`src/rtl/button_event_gen_pkg.sv`:
```
// Shared definitions for the push-button event generator.
// State encodings are also decoded by the menu FSMs that watch held/events.
package button_event_gen_pkg;

   typedef enum logic [1:0] {
      BTN_IDLE    = 2'd0,
      BTN_PRESSED = 2'd1,
      BTN_LONG    = 2'd2
   } btn_state_e;

   function automatic logic [15:0] sat_inc16(input logic [15:0] v);
      return (v == 16'hFFFF) ? v : v + 16'd1;
   endfunction

endpackage

```
`src/rtl/button_event_gen_edge_detect.sv`:
```
// Registered copy of a synchronous level plus its rising/falling edges.
// Reusable for any level already synchronous to clk.
module edge_detect (
   input  logic clk,
   input  logic rst,
   input  logic d,
   output logic q,
   output logic rise,
   output logic fall
);

   logic q_q;

   always_ff @(posedge clk) begin
      if (rst) q_q <= 1'b0;
      else     q_q <= d;
   end

   assign q    = q_q;
   assign rise = d & ~q_q;
   assign fall = ~d & q_q;

endmodule

```
`src/rtl/button_event_gen.sv`:
```
// Turns one debounced button level into press/release/click/long/repeat
// pulses plus a held level; one instance per button.
module button_event_gen
   import button_event_gen_pkg::*;
#(
   parameter int unsigned LONG_CYCLES   = 200,
   parameter int unsigned REPEAT_CYCLES = 50,
   parameter int unsigned CNT_W         = 16
) (
   input  logic clk,
   input  logic rst,
   input  logic pb_level,
   input  logic en,
   output logic press_pulse,
   output logic release_pulse,
   output logic click_pulse,
   output logic long_pulse,
   output logic repeat_pulse,
   output logic held
);

   localparam logic [CNT_W-1:0] LONG_LAST = CNT_W'(LONG_CYCLES - 1);
   localparam logic [CNT_W-1:0] REP_LAST  =
      CNT_W'((REPEAT_CYCLES == 0) ? 0 : REPEAT_CYCLES - 1);
   localparam logic             REP_EN    = (REPEAT_CYCLES != 0);

   btn_state_e       state_q;
   logic [CNT_W-1:0] cnt_q;
   logic             arm_q;
   logic             press_q, rel_q, click_q, long_q, rep_q, held_q;
   logic             pb_q, pb_rise, pb_fall;

   edge_detect u_edge (
      .clk  (clk),
      .rst  (rst),
      .d    (pb_level),
      .q    (pb_q),
      .rise (pb_rise),
      .fall (pb_fall)
   );

   // pb_q is forced low by reset, so the first "rise" after reset is not a
   // real edge; arm_q masks it until a low registered level has been seen.
   always_ff @(posedge clk) begin
      if (rst) begin
         state_q <= BTN_IDLE;
         cnt_q   <= '0;
         arm_q   <= 1'b0;
         press_q <= 1'b0;
         rel_q   <= 1'b0;
         click_q <= 1'b0;
         long_q  <= 1'b0;
         rep_q   <= 1'b0;
         held_q  <= 1'b0;
      end else begin
         arm_q   <= arm_q | ~pb_q;
         press_q <= 1'b0;
         rel_q   <= 1'b0;
         click_q <= 1'b0;
         long_q  <= 1'b0;
         rep_q   <= 1'b0;
         if (!en) begin
            state_q <= BTN_IDLE;
            cnt_q   <= '0;
            held_q  <= 1'b0;
         end else begin
            unique case (state_q)
               BTN_IDLE: begin
                  if (pb_rise && arm_q) begin
                     state_q <= BTN_PRESSED;
                     cnt_q   <= '0;
                     press_q <= 1'b1;
                     held_q  <= 1'b1;
                  end
               end
               BTN_PRESSED: begin
                  // pb_q is always 1 while held, so fall == !pb_level here
                  if (pb_fall) begin
                     state_q <= BTN_IDLE;
                     rel_q   <= 1'b1;
                     click_q <= 1'b1;
                     held_q  <= 1'b0;
                  end else if (cnt_q == LONG_LAST) begin
                     state_q <= BTN_LONG;
                     cnt_q   <= '0;
                     long_q  <= 1'b1;
                  end else begin
                     cnt_q <= cnt_q + 1'b1;
                  end
               end
               BTN_LONG: begin
                  if (pb_fall) begin
                     state_q <= BTN_IDLE;
                     rel_q   <= 1'b1;
                     held_q  <= 1'b0;
                  end else if (REP_EN && cnt_q == REP_LAST) begin
                     cnt_q <= '0;
                     rep_q <= 1'b1;
                  end else if (cnt_q != '1) begin
                     cnt_q <= cnt_q + 1'b1;
                  end
               end
               default: begin
                  state_q <= BTN_IDLE;
                  cnt_q   <= '0;
                  held_q  <= 1'b0;
               end
            endcase
         end
      end
   end

   assign press_pulse   = press_q;
   assign release_pulse = rel_q;
   assign click_pulse   = click_q;
   assign long_pulse    = long_q;
   assign repeat_pulse  = rep_q;
   assign held          = held_q;

endmodule
```
`config.mk`:
```
export PLATFORM = sky130hd
export DESIGN_NAME = button_event_gen
export DESIGN_NICKNAME = d
export VERILOG_FILES = /design/src/rtl/button_event_gen_pkg.sv /design/src/rtl/button_event_gen_edge_detect.sv /design/src/rtl/button_event_gen.sv
export SDC_FILE = /design/constraint.sdc
export NUM_CORES = 1
export LEC_CHECK = 0
export ABC_AREA = 1
export BUFFER_PORTS_ARGS = -buffer_cell sky130_fd_sc_hd__clkbuf_2
export CORE_MARGIN = 3
export CORE_UTILIZATION = 32
export DETAILED_ROUTE_END_ITERATION = 10
export GPL_TIMING_DRIVEN = 0
export SLEW_MARGIN = 20
export SYNTH_ARGS = -nofsm -noshare
export SYNTH_HDL_FRONTEND = slang
export SYNTH_SLANG_ARGS = --single-unit
```
`constraint.sdc`:
```
create_clock -name clk -period 1.5 [get_ports clk]
set_input_delay 0.075 -clock clk [delete_from_list [all_inputs] [get_ports clk]]
set_output_delay 0.075 -clock clk [all_outputs]
set_load 0.005 [all_outputs]
```
==> impl_metrics.tcl, run 1 <==
set metrics [dict create \
    dpl_cell_area_um2 1610 \
    yosysSeqAreaShare 0.347 \
    cts_tree "built" \
    antenna-diode-count 0 \
    yosysWarnings 0 \
    fin_setup_tns_ps -303 \
    path_clk_slew_ps 100 \
    ys_seq_elements 26 \
    dieArea_um2 5550 \
    gp_congestion 0.827 \
    worst_slew_pin_slew_ps 506 \
    relSlewSlack 0.663 \
    vias 1449 \
    setup_slack_ps -42.7 \
    ios 10 \
    stdcell_area_um2 2010 \
    synth_nets 234 \
    violations "setup timing" \
    port_buffers 9 \
    clock_path_buffers 2 \
    layoutNonFillerInstCount 299 \
    finalHoldViolCount 0 \
    die_y_um 74.5 \
    maxCapViolCount 0 \
    ant_nets 0 \
    crit_type "flop to flop" \
    clk_latency_ps 280 \
    core_um2 4440 \
    worst_ep_arrival_time_ps 1710 \
    htree_levels 1 \
    wl_um 3790 \
    syn-cell-area_um2 1500 \
    hpwl_um 2410 \
    drive_above_1_share 0.344 \
    vdd_drop_max_mv 0.427 \
    nFillCells 449 \
    antenna_found_initial 0 \
    cts-root-buf "clkbuf_8" \
    final_util 0.453 \
    status "finished with violations" \
    cts_buffers 3 \
    clock_sinks 26 \
    nNetsFinal 257 \
    postSynthAreaPerCell_um2 6.67 \
    required_ps 1660 \
    routed_via_density 4.85 \
    grt_pass1_vias 1326 \
    hp-class "input pin to flop" \
    track_usage 0.134 \
    final.setup_skew_ps 3.49 \
    start_util 0.338 \
    firstDrtPassIters 4 \
    drc_errors 0 \
    area_growth_pct 34.0 \
    drtIter0Drc 93 \
    period_share 1.03 \
    cp_max_fo 8 \
    ys_types 25 \
    placed_cells 286 \
    rsz0062_at_grt "yes" \
    die_x_um 74.5 \
    cp-start-kind "flop" \
    grt_pass1_wl_um 5880 \
    grt_max_degree 16 \
    routedWlPerCell_um 12.7 \
    synthCells 225 \
    endpoint_kind "flop" \
    setup_violations 10 \
    p_per_area_nw_per_um2 780 \
    slew_viol_final 0 \
    grt-ovfl-total 0 \
    row_count 24 \
    post-route-min-period_ps 1540 \
    fmax_mhz 648 \
    leakage_nw 0.746 \
]
[critical path: stages, from the launching register on]
cell	delay (ps)
dfxtp_4	390
ha_4	160
nand3_4	90
inv_2	80
nand2_4	50
nor2_4	100
nand3_2	80
nand2_4	140
inv_8	60
clkbuf_16	160
nand3_2	50
a21oi_1	60
[registers in the layout, summed over array words and instances (netlist names)]
signal,flops
state_q,2
press_pulse,1
held,1
u_edge.q,1
release_pulse,1
click_pulse,1
repeat_pulse,1
long_pulse,1
arm_q,1
cnt_q,16
[per-stage QoR]
stage                     hold WS [ps]  total power [W]  worst slack (ps)
final                             25.0          0.00157             -42.7
after global routing              8.30          0.00164              -121
after floorplan                    146         0.000849              32.2
after detailed placement           273         0.000893              -188
after CTS                         4.78          0.00152             -17.2
after global placement             271         0.000893              -159
[logic make-up (layout without fill, tap and decap cells)]
| group | count (synthesis) | in the layout | synth area share |
|---|---|---|---|
| flops | 26 | 26 | 0.347 |
| compound gates | 36 | 36 | 0.129 |
| xor+xnor | 6 | 6 | 0.0350 |
| simple gates | 115 | 115 | 0.337 |
| fa+ha+maj | 5 | 5 | 0.0417 |
| buf+inv | 37 | 59 | 0.110 |
[report_power, final]
part	switching (W)	internal (W)
sequential	0.00000815	0.000697
clock	0.000241	0.000357
combinational	0.000154	0.000112
[cells in the mapped netlist, drive strengths merged]
cell,n,area share
nand2,47,0.13
nor2,44,0.11
inv,30,0.075
dfxtp,26,0.35
o21ai,20,0.067
nand3,17,0.070
a21oi,15,0.058
buf,5,0.030
ha,5,0.042
nor3,3,0.010
xnor2,3,0.018
xor2,3,0.018
nand4,2,0.0083
nor4,2,0.0083
a21o,1,0.0050
clkbuf,1,0.0025
clkinv,1,0.0025
[final cells by class]
cell class	count	area, um2	share of cell area
multi-input cells	162	1000	0.499
plain buffers	6	68.8	0.0342
flip-flops and latches	26	539	0.268
clock buffers	3	41.3	0.0205
inverters	31	124	0.0616
repair buffers	18	140	0.0697
clock inverters	1	30.0	0.0149
well taps	52	65.1	0.0323
[timing repair]
item                                    in CTS  in global routing
endpoints found under the hold margin        2                  0
cloned                                       0                  2
endpoints found under the setup margin      16                 17
pin swaps                                    1                 19
hold buffers                                 1                  0
setup buffers                                3                  3
gates resized for setup                     25                 48
[layout by cell type, fill, tap and decap left out, types with 4 or more instances in the layout]
cell and count:
dfxtp_1 15, a21oi_1 8, dfxtp_2 9, inv_1 24, clkbuf_2 9, nor2_1 37
inv_2 5, buf_4 6, buf_6 4, o21ai_0 15, nand2_2 7, nand3_2 10
nand3_1 6, nand2_1 37, ha_4 5, a21oi_2 6, nor2_2 4
[path summary, 6_finish.rpt]
| check | startpoint | end | slack (ps) | cells past startpoint |
|---|---|---|---|---|
| worst min register to register | arm_q | arm_q | 480 | 2 |
| worst max-delay path | cnt_q[1] | cnt_q[14] | -40 | 11 |
| worst max register to register | cnt_q[1] | cnt_q[14] | -40 | 11 |
| worst min-delay path | pb_level | u_edge.q | 20 | 3 |
[metal layers]
metal  up-vias  wire length (um)  GRT usage
met4         0                29     0.0257
met1       670              1870      0.181
met3         4               124     0.0311
met5         -                 0          0
li1        761                 -          -
met2        14              1760      0.221
(Power assumes the default switching activity.)
==> run 2: changes to the inputs <==
--- a/config.mk
+++ b/config.mk
@@ -8,9 +8,10 @@
 export ABC_AREA = 1
 export BUFFER_PORTS_ARGS = -buffer_cell sky130_fd_sc_hd__clkbuf_2
 export CORE_MARGIN = 3
-export CORE_UTILIZATION = 32
+export CORE_UTILIZATION = 42
 export DETAILED_ROUTE_END_ITERATION = 10
 export GPL_TIMING_DRIVEN = 0
+export REMOVE_ABC_BUFFERS = 1
 export SLEW_MARGIN = 20
 export SYNTH_ARGS = -nofsm -noshare
 export SYNTH_HDL_FRONTEND = slang
==> constraint.sdc (replaced) <==
create_clock -name clk -period 1.5 [get_ports clk]
set_input_delay 0.15 -clock clk [delete_from_list [all_inputs] [get_ports clk]]
set_output_delay 0.15 -clock clk [all_outputs]
set_load 0.005 [all_outputs]
==> impl_metrics.tcl, run 2 (synthesis gave the netlist of run 1 again) <==
set metrics [dict create \
    status "finished with violations" \
    violations "setup timing" \
    required_ps 1770 \
    start_util 0.443 \
    post-route-min-period_ps 1560 \
    crit_start "cnt_q[0]" \
    endpoint_kind "flop" \
    final.setup_skew_ps 9.00 \
    drc_errors 0 \
    vias 1477 \
    layoutNonFillerInstCount 295 \
    layout_common_cells "nand2_1 (39), nor2_1 (39), inv_1 (24)" \
    finalHoldViolCount 0 \
    clock_path_buffers 2 \
    slew_viol_final 0 \
    p_total_w 0.00132 \
    cp-start-kind "flop" \
    core_um2 3390 \
    grt-ovfl-total 0 \
    cp_max_fo 7 \
    port_buffers 9 \
    die_y_um 65.8 \
    rsz0062_at_grt "yes" \
    routedWlPerCell_um 12.6 \
    grt_pass1_wl_um 6110 \
    worst_slew_pin_slew_ps 404 \
    path_clk_slew_ps 150 \
    slowest_stage "dfxtp_4" \
    routed_via_density 5.01 \
    drive_above_1_share 0.313 \
    setup_slack_ps -62.9 \
    fmax_mhz 640 \
    final_util 0.570 \
    reg_top3 "cnt_q: 16 flops, state_q: 2 flops" \
    nFillCells 329 \
    relSlewSlack 0.730 \
    critical_path.max_stage_delay_ps 400 \
    placed_cells 274 \
    gp_congestion 0.820 \
    maxCapViolCount 0 \
    leakage_nw 0.715 \
    grt_max_degree 16 \
    holdCritStartpoint "pb_level" \
    clock_sinks 26 \
    p_per_area_nw_per_um2 681 \
    hp-class "input pin to flop" \
    ant_nets 0 \
    cts_buffers 3 \
    cts_tree "built" \
    nNetsFinal 259 \
    period_share 1.04 \
    die_x_um 65.8 \
    grt_pass1_vias 1291 \
    path_common_cell "nand3_4" \
    crit_type "flop to flop" \
    clk_latency_ps 330 \
    cts-root-buf "clkbuf_4" \
    dpl_worst_slack_ps -616 \
    firstDrtPassIters 5 \
    worst_ep_arrival_time_ps 1830 \
    largest_register_ffs 16 \
    row_count 21 \
    area_growth_pct 28.7 \
    largest_register "cnt_q" \
    htree_levels 1 \
    ios 10 \
    crit_chain "ha_4 > nand3_4 > inv_2 > nand2_4 > nor2_4 > nand3_4 > nand2_8 > buf_12 > o21ai_2 > a21oi_1" \
    reg2reg_from "cnt_q[0]" \
    antenna-diode-count 0 \
    track_usage 0.184 \
    antenna_found_initial 0 \
    hpwl_um 2290 \
    vdd_drop_max_mv 0.660 \
    setup_violations 13 \
    drtIter0Drc 55 \
    dieArea_um2 4330 \
    wl_um 3710 \
    holdWs_ps 39.5 \
]
## run 2: changes by cell type in the layout (fill, tap and decap cells not counted), moves of 3 or more
| cell | change |
|---|---|
| nand3_2 | -8 |
| buf_4 | +5 |
| buf_6 | -3 |
| nand3_1 | +7 |
| clkbuf_4 | +3 |
## run 2: worst paths after layout
check,slack (ps),depth (start not counted),to
worst max-delay path,-60,10,cnt_q[0]
worst min-delay path,40,3,u_edge.q
worst max register to register,-60,10,cnt_q[0]
worst min register to register,490,2,arm_q
## run 2: report_power, final
| part | internal (W) | switching (W) | total [W] |
|---|---|---|---|
| Combinational | 0.0000867 | 0.000157 | 0.000243 |
| Sequential | 0.000695 | 0.00000900 | 0.000704 |
| Clock | 0.000149 | 0.000220 | 0.000369 |
| Total | 0.000930 | 0.000386 | 0.00132 |
## run 2: routing by layer
metal / track usage / part of all wire / wire length (um)
met1: 0.249 / 0.49 / 1830
met2: 0.292 / 0.47 / 1750
met3: 0.0357 / 0.026 / 98
met4: 0.0622 / 0.011 / 39
met5: 0 / 0 / 0
## run 2: what timing repair did
item / CTS / global route
setup endpoints to repair: 20 / 17
gates resized for setup: 39 / 22
setup buffers: 11 / 3
cloned: 2 / 0
hold buffers: 1 / 0
pin swaps: 6 / 6
hold endpoints to repair: 2 / 0
## run 2: critical path: cells and delay by family (launching register included)
| kind | cells | cell delay, ps |
|---|---|---|
| simple gates | 5 | 540 |
| flops | 1 | 400 |
| buf+inv | 2 | 210 |
| compound gates | 2 | 180 |
| fa+ha+maj | 1 | 160 |
## run 2: layout make-up
class,count,area (um2),area share
tap,46,57.6,0.0298
multi-input combinational,163,963,0.499
sequential,26,546,0.282
inverter,31,129,0.0667
clock buffer,4,36.3,0.0188
timing repair buffer,24,189,0.0978
timing repair inverter,1,11.3,0.00583
## run 2: through the flow
step | setup TNS, ps | cell area [um2]
after detailed placement | -7620 | 1560
after global routing | -1790 | 1930
after global placement | -7850 | 1560
final | -408 | 1930
after CTS | -119 | 1850
after floorplan | -21.1 | 1450
==> run 3: changes to the inputs <==
--- a/config.mk
+++ b/config.mk
@@ -8,9 +8,10 @@
 export ABC_AREA = 1
 export BUFFER_PORTS_ARGS = -buffer_cell sky130_fd_sc_hd__clkbuf_2
 export CORE_MARGIN = 3
-export CORE_UTILIZATION = 42
+export CORE_UTILIZATION = 49
 export DETAILED_ROUTE_END_ITERATION = 10
 export GPL_TIMING_DRIVEN = 0
+export PLACE_DENSITY = 0.69
 export REMOVE_ABC_BUFFERS = 1
 export SLEW_MARGIN = 20
 export SYNTH_ARGS = -nofsm -noshare
==> impl_metrics.tcl, run 3 (synthesis gave the netlist of run 1 again) <==
set metrics [dict create \
    status "finished with violations" \
    violations "setup timing" \
    firstDrtPassIters 4 \
    rsz0062_at_grt "yes" \
    fin_setup_tns_ps -175 \
    slew_viol_final 0 \
    grt_max_degree 17 \
    drc_errors 0 \
    grt_use_met3 0.0273 \
    die_y_um 61.4 \
    track_usage 0.194 \
    layoutNonFillerInstCount 273 \
    core_um2 2830 \
    maxCapViolCount 0 \
    path_clk_slew_ps 150 \
    start_util 0.531 \
    final_util 0.689 \
    clock_path_buffers 2 \
    cp-start-kind "flop" \
    ant_nets 0 \
    rrSetupSlack_ps -40 \
    clock_sinks 26 \
    worst_slew_pin_slew_ps 385 \
    cp_max_fo 5 \
    worst_ep_arrival_time_ps 1780 \
    cts-root-buf "clkbuf_4" \
    row_count 19 \
    globalRouteMet1Util 0.261 \
    vias 1482 \
    port_buffers 9 \
    cts_tree "built" \
    clk_latency_ps 330 \
    antenna-diode-count 0 \
    relSlewSlack 0.743 \
    htree_levels 1 \
    vdd_drop_max_mv 0.560 \
    setup_slack_ps -37.2 \
    p_total_w 0.00145 \
    largest_register_ffs 16 \
    cts_buffers 3 \
    final.setup_skew_ps 5.17 \
    drive_above_1_share 0.360 \
    crit_type "flop to flop" \
    grt_pass1_wl_um 5530 \
    drtIter0Drc 74 \
    routed_via_density 5.43 \
    area_growth_pct 29.8 \
    antenna_found_initial 0 \
    grt-ovfl-total 0 \
    hp-class "input pin to flop" \
    grt_busiest_layer "met2" \
    largest_register "cnt_q" \
    dpl_worst_slack_ps -591 \
    layout_common_cells "nand2_1 (39), nor2_1 (39), inv_1 (24)" \
    required_ps 1750 \
    finalHoldViolCount 0 \
    period_share 1.02 \
    routedWlPerCell_um 13.5 \
    reg_top3 "cnt_q: 16 flops, state_q: 2 flops" \
    fmax_mhz 651 \
    gp_congestion 0.883 \
    wl_um 3680 \
    grtUsageMet2 0.317 \
    post-route-min-period_ps 1540 \
    leakage_nw 0.695 \
    nNetsFinal 252 \
    setup_violations 12 \
    die_x_um 61.4 \
    ios 10 \
    hpwl_um 2200 \
    placed_cells 259 \
    endpoint_kind "flop" \
    p_per_area_nw_per_um2 746 \
    grt_pass1_vias 1257 \
    dieArea_um2 3760 \
]
-- run 3: changes by cell type in the layout (fill, tap and decap cells not counted), moves of 2 or more --
cell     delta
nand3_1     -8
nand3_2     +8
o21ai_0     -7
buf_4       -6
o21ai_2     +5
a21oi_1     -2
a21oi_2     +2
o21ai_1     +2
-- run 3: final timing paths --
| kind | depth (start not counted) | start | end |
|---|---|---|---|
| worst min register to register | 2 | arm_q | arm_q |
| worst min-delay path | 2 | rst | u_edge.q |
| worst max-delay path | 10 | cnt_q[14] | cnt_q[8] |
| worst max register to register | 10 | cnt_q[14] | cnt_q[8] |
-- run 3: report_power, final --
group	total (W)	internal, W	switching (W)
sequential	0.000706	0.000695	0.0000102
combinational	0.000261	0.0000870	0.000174
clock	0.000487	0.000270	0.000216
total	0.00145	0.00105	0.000401
-- run 3: layer usage --
| metal | up-vias | share of wire |
|---|---|---|
| met3 | 8 | 0.047 |
| met1 | 671 | 0.44 |
| li1 | 750 | - |
| met5 | - | 0 |
| met2 | 53 | 0.50 |
| met4 | 0 | 0.016 |
-- run 3: critical path, cell delays in order (launching register included) --
cell,delay (ps)
dfxtp_1,380
nor2_1,110
nand2_1,80
nor2_1,210
nand2_1,150
nand2_2,130
nand2_1,70
nand2_2,140
o21ai_0,90
inv_1,60
nor2_1,30
-- run 3: final cells by class --
| class | instances | area, um2 |
|---|---|---|
| timing repair inverter | 1 | 11.3 |
| clock buffer | 3 | 22.5 |
| timing repair buffer | 16 | 114 |
| sequential | 26 | 547 |
| clock inverter | 1 | 30.0 |
| tap | 31 | 38.8 |
| fill | 242 | 881 |
| inverter | 31 | 131 |
| multi-input combinational | 164 | 1050 |
-- run 3: per-stage QoR --
stage | area [um2] | hold slack (ps)
5_1_grt | 1950 | 35.0
4_1_cts | 1730 | 1.31
3_3_place_gp | 1540 | 343
6_report | 1950 | 35.6
2_1_floorplan | 1450 | 221
3_5_place_dp | 1540 | 347
-- run 3: timing repair --
action | in CTS | in global routing
buffers inserted | 4 | 3
gates resized for setup | 27 | 58
setup endpoints to repair | 20 | 19
pin swaps | 3 | 17
cloned | 1 | 2
hold buffers | 0 | 0
